===== config.mk =====
export PLATFORM = sky130hd
export DESIGN_NAME = spi_rx_trig_gen
export DESIGN_NICKNAME = d
export VERILOG_FILES = /design/src/rtl/spi_rx_trig_gen.sv
export SDC_FILE = /design/constraint.sdc
export NUM_CORES = 1
export LEC_CHECK = 0
export ABC_AREA = 0
export CORE_ASPECT_RATIO = 1.5
export CORE_MARGIN = 4
export CORE_UTILIZATION = 30
export CTS_CLUSTER_SIZE = 12
export DETAILED_ROUTE_END_ITERATION = 12
export MAX_ROUTING_LAYER = met4
export SLEW_MARGIN = 20
export SYNTH_ARGS = -nofsm -noshare
export SYNTH_HDL_FRONTEND = slang
export SYNTH_SLANG_ARGS = --single-unit

===== constraint.sdc =====
create_clock -name clk -period 5.8 [get_ports clk]
set_input_delay 1.16 -clock clk [delete_from_list [all_inputs] [get_ports clk]]
set_output_delay 1.16 -clock clk [all_outputs]
set_load 0.02 [all_outputs]

===== src/rtl/spi_rx_trig_gen.sv =====
// Passive SPI frame snooper: captures one frame per SS_n low period, checks length,
// compares against match/mask and fires SPItrig after trig_thr matching frames.
module spi_rx_trig_gen #(
  parameter int DATA_W      = 16,
  parameter int SYNC_STAGES = 3
) (
  input  logic              clk,
  input  logic              rst,
  input  logic              SS_n,
  input  logic              SCLK,
  input  logic              MOSI,
  input  logic              edg,
  input  logic              lsb_first,
  input  logic [2:0]        len_bytes,
  input  logic [DATA_W-1:0] mask,
  input  logic [DATA_W-1:0] match,
  input  logic [7:0]        trig_thr,
  input  logic              clr_cnt,
  output logic              SPItrig,
  output logic              rx_vld,
  output logic [DATA_W-1:0] rx_data,
  output logic              frame_err,
  output logic [7:0]        match_cnt,
  output logic [1:0]        fsm_state_o
);

  localparam logic [2:0] NB = 3'(DATA_W / 8);

  typedef enum logic [1:0] {
    IDLE = 2'd0,
    RX   = 2'd1,
    EVAL = 2'd2
  } state_t;

  logic [SYNC_STAGES-1:0] ss_q, sclk_q, mosi_q;
  state_t                 state_q, state_d;
  logic [DATA_W-1:0]      sr_q, sr_d;
  logic [5:0]             bcnt_q, bcnt_d;
  logic [2:0]             len_q, len_d;
  logic                   lsb_q, lsb_d, edg_q, edg_d, ovr_q, ovr_d;
  logic [DATA_W-1:0]      rx_data_q, rx_data_d;
  logic [7:0]             cnt_q, cnt_d;
  logic                   trig_q, trig_d, vld_q, vld_d, err_q, err_d;

  logic              ss_s, ss_rise, sclk_rise, sclk_fall, sel_edge, bit_s, hit;
  logic [2:0]        len_in;
  logic [5:0]        lim;
  logic [DATA_W-1:0] len_mask;
  logic [7:0]        n_cnt, thr_eff;

  // Newest synchronised sample is index SYNC_STAGES-2, oldest is SYNC_STAGES-1.
  always_ff @(posedge clk) begin
    if (rst) begin
      ss_q   <= '1;
      sclk_q <= '0;
      mosi_q <= '0;
    end else begin
      ss_q   <= {ss_q[SYNC_STAGES-2:0], SS_n};
      sclk_q <= {sclk_q[SYNC_STAGES-2:0], SCLK};
      mosi_q <= {mosi_q[SYNC_STAGES-2:0], MOSI};
    end
  end

  assign ss_s      = ss_q[SYNC_STAGES-1];
  assign ss_rise   = ss_q[SYNC_STAGES-2] & ~ss_q[SYNC_STAGES-1];
  assign sclk_rise = sclk_q[SYNC_STAGES-2] & ~sclk_q[SYNC_STAGES-1];
  assign sclk_fall = ~sclk_q[SYNC_STAGES-2] & sclk_q[SYNC_STAGES-1];
  assign bit_s     = mosi_q[SYNC_STAGES-1];
  assign sel_edge  = edg_q ? sclk_rise : sclk_fall;

  assign len_in  = ((len_bytes == 3'd0) || (len_bytes > NB)) ? NB : len_bytes;
  assign lim     = {len_q, 3'b000};
  assign n_cnt   = (cnt_q == 8'hFF) ? 8'hFF : cnt_q + 8'd1;
  assign thr_eff = (trig_thr == 8'd0) ? 8'd1 : trig_thr;

  always_comb begin
    len_mask = '0;
    for (int i = 0; i < DATA_W; i++) begin
      len_mask[i] = (6'(i) < lim);
    end
  end

  // Bits beyond the frame length never affect the compare.
  assign hit = &(mask | ~(sr_q ^ match) | ~len_mask);

  always_ff @(posedge clk) begin
    if (rst) begin
      state_q   <= IDLE;
      sr_q      <= '0;
      bcnt_q    <= '0;
      len_q     <= '0;
      lsb_q     <= 1'b0;
      edg_q     <= 1'b0;
      ovr_q     <= 1'b0;
      rx_data_q <= '0;
      cnt_q     <= '0;
      trig_q    <= 1'b0;
      vld_q     <= 1'b0;
      err_q     <= 1'b0;
    end else begin
      state_q   <= state_d;
      sr_q      <= sr_d;
      bcnt_q    <= bcnt_d;
      len_q     <= len_d;
      lsb_q     <= lsb_d;
      edg_q     <= edg_d;
      ovr_q     <= ovr_d;
      rx_data_q <= rx_data_d;
      cnt_q     <= cnt_d;
      trig_q    <= trig_d;
      vld_q     <= vld_d;
      err_q     <= err_d;
    end
  end

  always_comb begin
    state_d   = state_q;
    sr_d      = sr_q;
    bcnt_d    = bcnt_q;
    len_d     = len_q;
    lsb_d     = lsb_q;
    edg_d     = edg_q;
    ovr_d     = ovr_q;
    rx_data_d = rx_data_q;
    cnt_d     = cnt_q;
    trig_d    = 1'b0;
    vld_d     = 1'b0;
    err_d     = 1'b0;
    case (state_q)
      IDLE: begin
        if (!ss_s) begin
          state_d = RX;
          len_d   = len_in;
          lsb_d   = lsb_first;
          edg_d   = edg;
          sr_d    = '0;
          bcnt_d  = '0;
          ovr_d   = 1'b0;
        end
      end
      RX: begin
        // A shift edge coinciding with SS_n rising is still taken.
        if (sel_edge) begin
          if (bcnt_q < lim) begin
            if (lsb_q) begin
              sr_d = (sr_q & ~(DATA_W'(1) << bcnt_q)) | (DATA_W'(bit_s) << bcnt_q);
            end else begin
              sr_d = {sr_q[DATA_W-2:0], bit_s};
            end
            bcnt_d = bcnt_q + 6'd1;
          end else begin
            ovr_d = 1'b1;
          end
        end
        if (ss_rise) state_d = EVAL;
      end
      EVAL: begin
        state_d = IDLE;
        if ((bcnt_q == lim) && !ovr_q) begin
          vld_d     = 1'b1;
          rx_data_d = sr_q & len_mask;
          if (hit) begin
            if (n_cnt >= thr_eff) begin
              trig_d = 1'b1;
              cnt_d  = 8'd0;
            end else begin
              cnt_d  = n_cnt;
            end
          end
        end else begin
          err_d = 1'b1;
        end
      end
      default: state_d = IDLE;
    endcase
    // Counter clear wins over any match, including one evaluated this cycle.
    if (clr_cnt) begin
      cnt_d  = 8'd0;
      trig_d = 1'b0;
    end
  end

  assign SPItrig     = trig_q;
  assign rx_vld      = vld_q;
  assign rx_data     = rx_data_q;
  assign frame_err   = err_q;
  assign match_cnt   = cnt_q;
  assign fsm_state_o = state_q;

endmodule


==> results of run 1 <==
## per-layer routing
layer | up-vias | track usage (%) | routed length (um)
li1 | 1553 | - | -
met1 | 1428 | 16.49 | 3847
met2 | 70 | 27.50 | 4932
met3 | 13 | 3.855 | 470
met4 | 0 | 6.260 | 198
met5 | - | - | 0
## cell type report
cell class	instances	share of cell area, %
clock buffer	13	5.688
inverter	18	1.477
multi-input combinational	289	42.17
sequential	66	28.88
tap	147	4.020
timing repair buffer	82	17.77
## power groups by stage
stage / Sequential, mW / Combinational [mW] / Clock, mW
after global routing: 0.463 / 0.0915 / 0.516
final: 0.463 / 0.0836 / 0.482
after global placement: 0.472 / 0.0823 / 0
after detailed placement: 0.472 / 0.0840 / 0
after floorplan: 0.469 / 0.0388 / 0
after CTS: 0.463 / 0.0846 / 0.494
## sequential cells by signal (all words and copies together), names as in the netlist
| register | count |
|---|---|
| frame_err | 1 |
| sr_q | 16 |
| lsb_q | 1 |
| match_cnt | 8 |
| rx_data | 16 |
| bcnt_q | 6 |
| ovr_q | 1 |
| edg_q | 1 |
| SPItrig | 1 |
| rx_vld | 1 |
| len_q | 3 |
| ss_q | 3 |
| mosi_q | 3 |
| sclk_q | 3 |
| fsm_state_o | 2 |
## stage by stage
step	setup slack, ns	utilization (%)	instance area [um^2]	instances	hold slack, ns
after CTS	2.190	41.39	4576	615	0.4086
after global routing	2.029	41.39	4576	615	0.4253
final	2.223	41.39	4576	615	0.4057
after detailed placement	1.854	39.03	4315	602	0.3968
after global placement	1.921	39.03	4315	602	0.3943
after floorplan	2.572	-	3377	388	0.3895
## placed cells by master, fill, tap and decap left out, types with 9 or more instances in the layout
cell / instances
clkbuf_16: 9
nand3_1: 11
a22o_1: 31
clkdlybuf4s50_1: 79
mux2i_1: 19
nor2_1: 35
o21ai_0: 10
inv_1: 17
ha_1: 14
nor3_1: 11
xnor2_1: 17
a21oi_1: 22
nand2_1: 36
dfxtp_1: 66
nor2b_1: 14
o22ai_1: 16
## worst max-delay path: cells and delay by family
kind,cells,cell delay (ns)
compound gates,5,1.43
fa+ha+maj,1,0.22
buf+inv,1,0.42
simple gates,3,0.59
## final timing paths
path / from / endpoint / slack [ns] / cells after the start
worst max-delay path: trig_thr[4] / match_cnt[5] / 2.22 / 10
worst min-delay path: ss_q[0] / ss_q[1] / 0.41 / 1
worst max register to register: match_cnt[0] / match_cnt[5] / 2.33 / 12
worst min register to register: ss_q[0] / ss_q[1] / 0.41 / 1
## cells by family (layout without fill, tap and decap cells)
logic type	after synthesis	count (layout)	share of synthesized area, %
fa+ha+maj	14	14	5.187
flops	66	66	39.13
buf+inv	33	113	3.927
mux	20	20	5.965
simple gates	137	137	19.79
xor+xnor	18	18	4.668
compound gates	100	100	21.34
==> metrics.csv, run 1 <==
metric,value,unit
combPwrFrac,8.1,%
hold_violations,0,
wl,9450,um
dpl.hpwl,7274,um
setup_viol,0,
grt.total_usage,15.57,%
synth_top_cell_area_share,39.13,%
pwr-share-clk,46.9,%
h-tree-depth,3,
leakage,1.766,nW
syn-instance-count,388,
ys_types,46,
synth-seq-area-share,39.13,%
synthTopCellsByArea,"dfxtp_1 (39%), a22o_1 (8.0%), mux2i_1 (5.6%), ha_1 (5.2%), xnor2_1 (4.4%)",
cts_setup_buffers,0,
ant_nets,0,
cts_buffer_depth,2,
row_count,47,
num_vias,3064,
fin_setup_tns,0,ns
overflow,0,
die_w,94.63,um
ctsHoldBuffers,0,
min_period_over_period,61.68,%
yosysMostFrequentCell,dfxtp_1,
multiInputGateArea,0.001929,mm^2
timing_worst_setup_path_type,input pin to flop,
cts.clk_slew.worst_paths,0.05,ns
end_kind,flop,
p_total,1.028,mW
dieArea,0.01305,mm^2
synth_common_cells,"dfxtp_1 (66), nand2_1 (36), nor2_1 (35), a22o_1 (31), a21oi_1 (22)",
path_max_fanout,8,
synth_seq_cells,66,
grt_pass1_vias,3031,
numCtsBuffers,9,
drtIter0Drc,129,
drv_cap,0,
worst_slew_pin_slew,1.045,ns
cts_resized,0,
routed_via_density,4.982,
crit_chain,"clkdlybuf4s50_1, nor4_1, a41o_1, ha_1, nand2b_1, a21o_1, a211o_1, a2111oi_4, nand3_1, o22ai_1",
p_per_area,224.8,mW/mm^2
synth_nets,453,
grt_max_degree,34,
hp-class,flop to flop,
cts-root-buf,clkbuf_16,
max_freq,0.2795,GHz
slew_headroom,30.25,%
port_buffers,79,
tritoncts,done,
worst_setup_path_start_kind,input pin,
status,completed,
grt_pass1_wl,15170,um
critPathMaxStageDelay,0.56,ns
avgSynthCellArea,8.704,um^2
layout.nets,531,
seq_power_share,45.0,%
drive_gt1_share,5.769,%
die_h,137.9,um
synth_edf_count,0,
initial_utilization,30.55,%
p_int,0.8113,mW
cp.arrival,3.83,ns
coreArea,0.01106,mm^2
power.switching,0.2171,mW
area_delta_synth_final,35.49,%
diodes,0,
crit_path_top_delay_cell,a2111oi_4,
skew,0.004540,ns
wl_per_cell,15.37,um
rsz0062_at_grt,no,
antenna_found_initial,0,
first_pass_iters,6,
gp_congestion,0.7751,
n_fill_cell,1149,
async_reset_ff_share,0,%
crit_required,6.05,ns
clkSinkCount,66,
synthesis.area,0.003377,mm^2
swShare,21.11,%
synthFlopType,dfxtp_1,
top_level_ports,80,
yosys_warnings,0,
synth_area_leader_cell,dfxtp_1,
finalCriticalPeriod,3.577,ns
clkLatencyLatePin,0.33,ns
drc,0,
seq_area,0.001321,mm^2
ir_drop,0.0001279,V
maxSlewViolCount,0,
Note: power is estimated with default switching activity, not from simulation.
==> run 2: changes to the inputs <==
- clock period: 5.8 -> 3.17 ns (I/O delays scaled with it)
==> run 2 against run 1 <==
Compared with the run above:
- wire length shrank 0.93%
- final cell count grew 2.1%
- register-to-register slack lost 2.2 ns
- total power grew 80%
- worst setup slack lost 2.1 ns
- clock-buffer cell count shrank 2
- sequential cell count is the same
- first-iteration DRC count shrank 23%
- non-clock buffer count grew 11
- clock power grew 77%
- hold slack gained 0.0020 ns
- combinational power grew 88%
- largest power group unchanged
==> metrics.csv, run 2 (synthesis results as in run 1) <==
metric,value,unit
swShare,21.92,%
hold_violations,0,
timing_worst_setup_path_type,flop to flop,
grt_max_degree,34,
reg2reg_slack,0.17,ns
crit_chain,"ha_2, and3_4, nand2_1, or2_4, and2_1, ha_1, nand2b_1, a21o_1, a211o_1, a2111oi_4, buf_4, nand3_1, o22ai_1",
min_period_over_period,94.79,%
max_freq,0.3328,GHz
fin_cells,628,
clkLatencyLatePin,0.32,ns
cts_buffer_depth,2,
ir_drop,0.0002044,V
pwr-share-clk,45.9,%
crit_buf_inv,1,
combPwrFrac,8.5,%
drv_cap,0,
port_buffers,79,
finalCriticalPeriod,3.005,ns
slew_headroom,40.63,%
drtIter0Drc,99,
wl_per_cell,14.91,um
cp.depth,13,
clkSinkCount,66,
coreArea,0.01106,mm^2
die_h,137.9,um
antenna_found_initial,0,
num_vias,3115,
drc,0,
gp_congestion,0.8060,
diodes,0,
wl_met3,452,um
top_level_ports,80,
worst_setup_path_start_kind,flop,
top_layer,met4,
die_w,94.63,um
seq_power_share,45.6,%
drive_gt1_share,8.940,%
first_pass_iters,4,
crit_required,3.41,ns
tritoncts,done,
hp-class,flop to flop,
initial_utilization,30.55,%
critPathMaxStageDelay,0.35,ns
cts-root-buf,clkbuf_16,
cts_setup_buffers,0,
dieArea,0.01305,mm^2
dpl.cell_count,613,
leakage,1.820,nW
routed_via_density,4.960,
layout.nets,542,
p_int,1.448,mW
layout_common_cells,"clkdlybuf4s50_1 (79), dfxtp_1 (65), nand2_1 (36)",
overflow,0,
h-tree-depth,3,
worstReg2RegStart,match_cnt[0],
numCtsBuffers,9,
cts.clk_slew.worst_paths,0.05,ns
r2r_cells,13,
finalWorstSetupSlack,0.1653,ns
cp.arrival,3.25,ns
crit_path_top_delay_cell,dfxtp_1,
grt.total_usage,14.91,%
r2r-end,match_cnt[3],
grt_pass1_wl,14500,um
wl_met1,3803,um
setup_viol,0,
grt_pass1_vias,3030,
path_delay_family,simple AND/OR/NAND/NOR gates,
worst_slew_pin_slew,0.8837,ns
status,completed,
finalInstanceArea,0.004662,mm^2
met2WireLength,4902,um
maxSlewViolCount,0,
place_area,0.004398,mm^2
worstHoldStart,ss_q[0],
wl,9362,um
min_to,ss_q[1],
area_delta_synth_final,38.05,%
place_ws,-0.1798,ns
path_max_fanout,8,
p_per_area,397.8,mW/mm^2
row_count,47,
skew,0.006124,ns
final_common_cell,clkdlybuf4s50_1,
end_kind,flop,
hold-path-cell-count,1,
ant_nets,0,
dpl.hpwl,7244,um
p_total,1.855,mW
power.switching,0.4066,mW
==> run 2: final cells by class <==
| class | instances | area (um^2) |
|---|---|---|
| Timing Repair Buffer | 93 | 895.9 |
| Fill cell | 1150 | 6394 |
| Sequential cell | 66 | 1323 |
| Clock inverter | 4 | 20.02 |
| Clock buffer | 11 | 232.7 |
| Tap cell | 147 | 183.9 |
| Multi-Input combinational cell | 289 | 1939 |
| Inverter | 18 | 67.56 |
==> run 2: how the worst max path moves through the flow <==
stage	startpoint	slack, ns	endpoint
CTS	match_cnt[0]	0.005	match_cnt[6]
finish	match_cnt[0]	0.17	match_cnt[3]
floorplan	match_cnt[0]	0.03	match_cnt[1]
global route	match_cnt[0]	-0.02	match_cnt[2]
global placement	trig_thr[4]	-0.08	match_cnt[0]
detailed placement	trig_thr[4]	-0.18	match_cnt[6]
==> run 2: layer usage <==
metal	GRT usage, %	up-vias
li1	-	1580
met5	-	-
met3	2.606	13
met1	15.85	1443
met4	7.303	0
met2	26.40	79
==> run 2: power by group through the flow <==
stage / sequential (mW) / combinational [mW] / clock (mW)
finish: 0.846 / 0.157 / 0.852
global route: 0.846 / 0.171 / 0.906
CTS: 0.846 / 0.159 / 0.877
detailed placement: 0.863 / 0.158 / 0
global placement: 0.863 / 0.156 / 0
floorplan: 0.859 / 0.0710 / 0
==> run 2: metrics by stage <==
step	TNS, ns	hold WS, ns	util (%)
floorplan	0	0.3895	-
global placement	-0.5997	0.3974	39.78
detailed placement	-1.265	0.3994	39.78
CTS	0	0.4114	42.07
global route	-0.05047	0.4207	42.17
finish	0	0.4077	42.17
==> run 2: timing repair <==
item,in CTS,in global routing
hold buffers,0,0
endpoints found under the setup margin,0,8
resized for setup,0,4
==> run 2: worst reg2reg max path, delay by kind of cell (launching register included) <==
| family | cells | cell delay [ns] |
|---|---|---|
| and+or+nand+nor | 6 | 0.99 |
| AOI/OAI and AO/OA | 4 | 0.90 |
| adders and majority gates | 2 | 0.49 |
| DFF | 1 | 0.35 |
| buffers and inverters | 1 | 0.20 |
